<file path="config.mk">
export PLATFORM = sky130hd
export DESIGN_NAME = fnd_scan_driver
export DESIGN_NICKNAME = d
export VERILOG_FILES = /design/src/rtl/fnd_scan_driver.sv
export SDC_FILE = /design/constraint.sdc
export NUM_CORES = 1
export LEC_CHECK = 0
export ABC_AREA = 1
export CORE_MARGIN = 5
export CORE_UTILIZATION = 45
export DETAILED_ROUTE_END_ITERATION = 8
export PLACE_DENSITY = 0.7
export SLEW_MARGIN = 20
export SYNTH_ARGS = -nofsm -noshare
export SYNTH_HDL_FRONTEND = slang
export SYNTH_SLANG_ARGS = --single-unit
</file>
<file path="constraint.sdc">
create_clock -name i_clk -period 2.07 [get_ports i_clk]
set_input_delay 0.5175 -clock i_clk [delete_from_list [all_inputs] [get_ports i_clk]]
set_output_delay 0.5175 -clock i_clk [all_outputs]
set_load 0.01 [all_outputs]
</file>
<file path="src/rtl/fnd_scan_driver.sv">
// Four-digit common-anode seven-segment scan driver: prescaled digit scan, font decode, leading-zero blanking.
// Outputs are registered, 1-cycle latency from sampled inputs; no handshake, inputs sampled every cycle.
module fnd_scan_driver #(
   parameter int CLK_FREQ = 100_000_000,
   parameter int SCAN_HZ  = 1000
) (
   input  logic        i_clk,
   input  logic        i_reset,
   input  logic        i_en,
   input  logic [15:0] i_value,
   input  logic [3:0]  i_dp,
   input  logic        i_lzb,
   output logic [3:0]  o_digit,
   output logic [7:0]  o_font
);

   localparam int TC = CLK_FREQ / SCAN_HZ - 1;
   localparam int CW = (TC < 1) ? 1 : $clog2(TC + 1);
   localparam logic [CW-1:0] TC_C = CW'(TC);

   logic [CW-1:0] cnt_q, cnt_d;
   logic [1:0]    idx_q, idx_d;
   logic [3:0]    digit_q, digit_d;
   logic [7:0]    font_q, font_d;
   logic          tick;
   logic [3:0]    nib;
   logic [3:0]    nib_zero;
   logic [3:0]    blank;

   function automatic logic [7:0] font_lut(input logic [3:0] v);
      logic [7:0] f;
      case (v)
         4'h0: f = 8'hC0;
         4'h1: f = 8'hF9;
         4'h2: f = 8'hA4;
         4'h3: f = 8'hB0;
         4'h4: f = 8'h99;
         4'h5: f = 8'h92;
         4'h6: f = 8'h82;
         4'h7: f = 8'hF8;
         4'h8: f = 8'h80;
         4'h9: f = 8'h90;
         4'hA: f = 8'h88;
         4'hB: f = 8'h83;
         4'hC: f = 8'hC6;
         4'hD: f = 8'hA1;
         4'hE: f = 8'h86;
         default: f = 8'h8E;
      endcase
      return f;
   endfunction

   // Prescaler free-runs regardless of i_en so re-enabling resumes mid-scan.
   always_comb begin
      tick  = (cnt_q == TC_C);
      cnt_d = tick ? '0 : cnt_q + CW'(1);
      idx_d = tick ? idx_q + 2'd1 : idx_q;
   end

   // A digit is blank when it and every digit to its left hold zero; digit0 always shows.
   always_comb begin
      for (int k = 0; k < 4; k++) begin
         nib_zero[k] = (i_value[4*k +: 4] == 4'h0);
      end
      blank[3] = nib_zero[3];
      blank[2] = nib_zero[3] & nib_zero[2];
      blank[1] = nib_zero[3] & nib_zero[2] & nib_zero[1];
      blank[0] = 1'b0;
   end

   always_comb begin
      digit_d = 4'b1111;
      font_d  = 8'hFF;
      nib     = i_value[{idx_q, 2'b00} +: 4];
      if (i_en) begin
         digit_d = ~(4'b0001 << idx_q);
         if (!(i_lzb && blank[idx_q])) begin
            font_d = font_lut(nib);
            if (i_dp[idx_q]) begin
               font_d[7] = 1'b0;
            end
         end
      end
   end

   always_ff @(posedge i_clk or posedge i_reset) begin
      if (i_reset) begin
         cnt_q   <= '0;
         idx_q   <= 2'd0;
         digit_q <= 4'b1111;
         font_q  <= 8'hFF;
      end else begin
         cnt_q   <= cnt_d;
         idx_q   <= idx_d;
         digit_q <= digit_d;
         font_q  <= font_d;
      end
   end

   assign o_digit = digit_q;
   assign o_font  = font_q;

endmodule

</file>
==> results.sh <==
export IMPL_ctsResizeCount=0
export IMPL_setup_violations=0
export IMPL_cp_slowest_stage_delay_ps=530
export IMPL_maxSlewHeadroom_pct=74.5
export IMPL_grt_usage_pct=16.2
export IMPL_port_buffers=35
export IMPL_start_util_pct=46.6
export IMPL_tns_ps=0
export IMPL_layout_commonest_cell="nand2_1"
export IMPL_netlist_area_sq_um=2030
export IMPL_die_x_um=77.1
export IMPL_cp_num_buf_inv=1
export IMPL_drt_pass1_iterations=4
export IMPL_dr_first_iter_drc_count=81
export IMPL_hold_buffers=0
export IMPL_slew_violations=0
export IMPL_grt_overflow=0
export IMPL_core_sq_um=4350
export IMPL_period_share_pct=89.9
export IMPL_status="complete, no violations"
export IMPL_row_count=24
export IMPL_cts_setup_buffers=0
export IMPL_irDropWorstVdd_v=0.000246
export IMPL_critical_path_top_delay_family="buffers and inverters"
export IMPL_cts_made_buffers=5
export IMPL_r2r_slack_ps=280
export IMPL_p_leak_nw=1.25
export IMPL_cp_data_arrival_time_ps=1340
export IMPL_path_class="reg -> out"
export IMPL_rsz0062_at_grt="no"
export IMPL_h_tree_depth=2
export IMPL_clkSinkCount=31
export IMPL_hold_path_class="reg -> reg"
export IMPL_insertion_delay_ps=290
export IMPL_grt_max_degree=32
export IMPL_grt_pass1_vias=1779
export IMPL_grt_pass1_wl_um=7910
export IMPL_gp_congestion=0.866
export IMPL_required_ps=1550
export IMPL_critPathMaxFanout=1
export IMPL_synthArstFlopShare_pct=100
export IMPL_synth_cell_type_count=24
export IMPL_drtAntennaViolNets=0
export IMPL_powerDensity_nw_per_um2=507
export IMPL_synth_seq_area_share_pct=39.0
export IMPL_synth_edff_count=0
export IMPL_antenna_found_initial=0
export IMPL_final_cell_mix="nand2_1, nand3_1, inv_1"
export IMPL_die_height_um=77.1
export IMPL_synth_warnings=0
export IMPL_hold_violations=0
export IMPL_skew_ps=10.8
export IMPL_nets=354
export IMPL_drc_errors=0
export IMPL_maxClockFrequency_ghz=0.538
export IMPL_synth_nets=310
export IMPL_cp_start_kind="flop"
export IMPL_crit_slowest_cell="clkdlybuf4s50_1"
export IMPL_cp_end_kind="primary output"
export IMPL_num_antenna_cells=0
export IMPL_clk_path_buf_depth=2
export IMPL_synthCells=275
export IMPL_synthFlopType="dfrtp_1"
export IMPL_cts_tree="done"
export IMPL_area_growth_pct=25.2
export IMPL_die_area_sq_um=5950
export IMPL_hpwlAfterDp_um=3550
export IMPL_cts_root_buf="clkbuf_8"
export IMPL_path_clk_slew_ps=70
export IMPL_finalPower_mw=1.29
export IMPL_drive_above_1_share_pct=13.1
export IMPL_path_cells="clkdlybuf4s50_1"
export IMPL_synth_seq_cells=31
export IMPL_cap_violations=0
export IMPL_num_vias=1831
export IMPL_synth_avg_cell_area_sq_um=7.37
export IMPL_n_fill_cell=411
export IMPL_tightest_slew_ps=383
export IMPL_drt_wl_total_um=4490
export IMPL_wl_per_cell_um=12.1
export IMPL_viasPerCell=4.92
export IMPL_io_pins=36
export IMPL_period_needed_ps=1860
-- power breakdown --
part | internal, mW | switching (mW) | total (mW)
clock | 0.268 | 0.222 | 0.490
sequential | 0.628 | 0.00333 | 0.631
combinational | 0.0875 | 0.0791 | 0.167
-- cell type report --
cell class / instances / area, sq um / area share [%]
Multi-Input combinational cell: 201 / 1050 / 41.5
Inverter: 40 / 150 / 5.92
Timing Repair Buffer: 40 / 388 / 15.3
Clock inverter: 1 / 5.00 / 0.197
Tap cell: 52 / 65.1 / 2.56
Clock buffer: 7 / 86.3 / 3.40
Sequential cell: 31 / 791 / 31.2
-- per-layer routing --
layer  part of all wire [%]  vias to the layer above  global-route usage [%]
li1                       -                      933                       -
met1                     42                      831                    19.2
met4                    1.8                        0                    5.67
met2                     49                       57                    27.2
met5                      0                        -                       0
met3                    7.1                       10                    5.74
-- synthesized netlist by cell type (2+ instances only) --
master    number  share of area (%)
nor2_2         5                1.5
nand2_4        2                1.1
inv_1         37                6.9
dfstp_2       12                 16
o21ai_0        3               0.74
nand4_1        4                1.2
xor2_1         8                3.5
nand2_2        3               0.93
nand3_1       37                9.1
nor2_1        33                6.1
buf_6          3                1.7
nand2_1       83                 15
nand3_4        2                1.7
ha_1          11                6.8
nand3b_1       2               0.74
dfrtp_1       19                 23
nor2_4         2                1.1
inv_2          3               0.56
-- cell families after synthesis --
kind of cell    count (synthesis)  share of synthesized area [%]
compound gates                  6                           1.67
xor+xnor                        9                           3.89
fa+ha+maj                      11                           6.79
buf+inv                        43                           9.07
flops                          31                           39.0
simple gates                  175                           39.6
-- sequential cells by signal, indices dropped and copies added (netlist names) --
register and count:
cnt_q 17, o_font 8, idx_q 2, o_digit 4
-- stage by stage --
stage / util (%) / setup WS, ps / instances / instance area [sq um] / hold WS, ps
finish: 58.3 / 210 / 372 / 2540 / 475
global route: 58.3 / 72.9 / 372 / 2540 / 501
CTS: 58.3 / 190 / 372 / 2540 / 476
detailed placement: 56.2 / 12.9 / 364 / 2450 / 461
global placement: 56.2 / 59.8 / 364 / 2450 / 449
floorplan: - / 507 / 275 / 2030 / 432
-- path summary, 6_finish.rpt --
path	startpoint	endpoint	cells after the start
worst min-delay path	cnt_q[0]	cnt_q[0]	1
worst min register to register	cnt_q[0]	cnt_q[0]	1
worst max register to register	idx_q[0]	o_font[3]	9
max in group asynchronous	i_reset	o_font[0]	3
worst max-delay path	o_digit[0]	o_digit[0]	1
min in group asynchronous	i_reset	cnt_q[9]	3
Power figures use the tool's default switching activity.
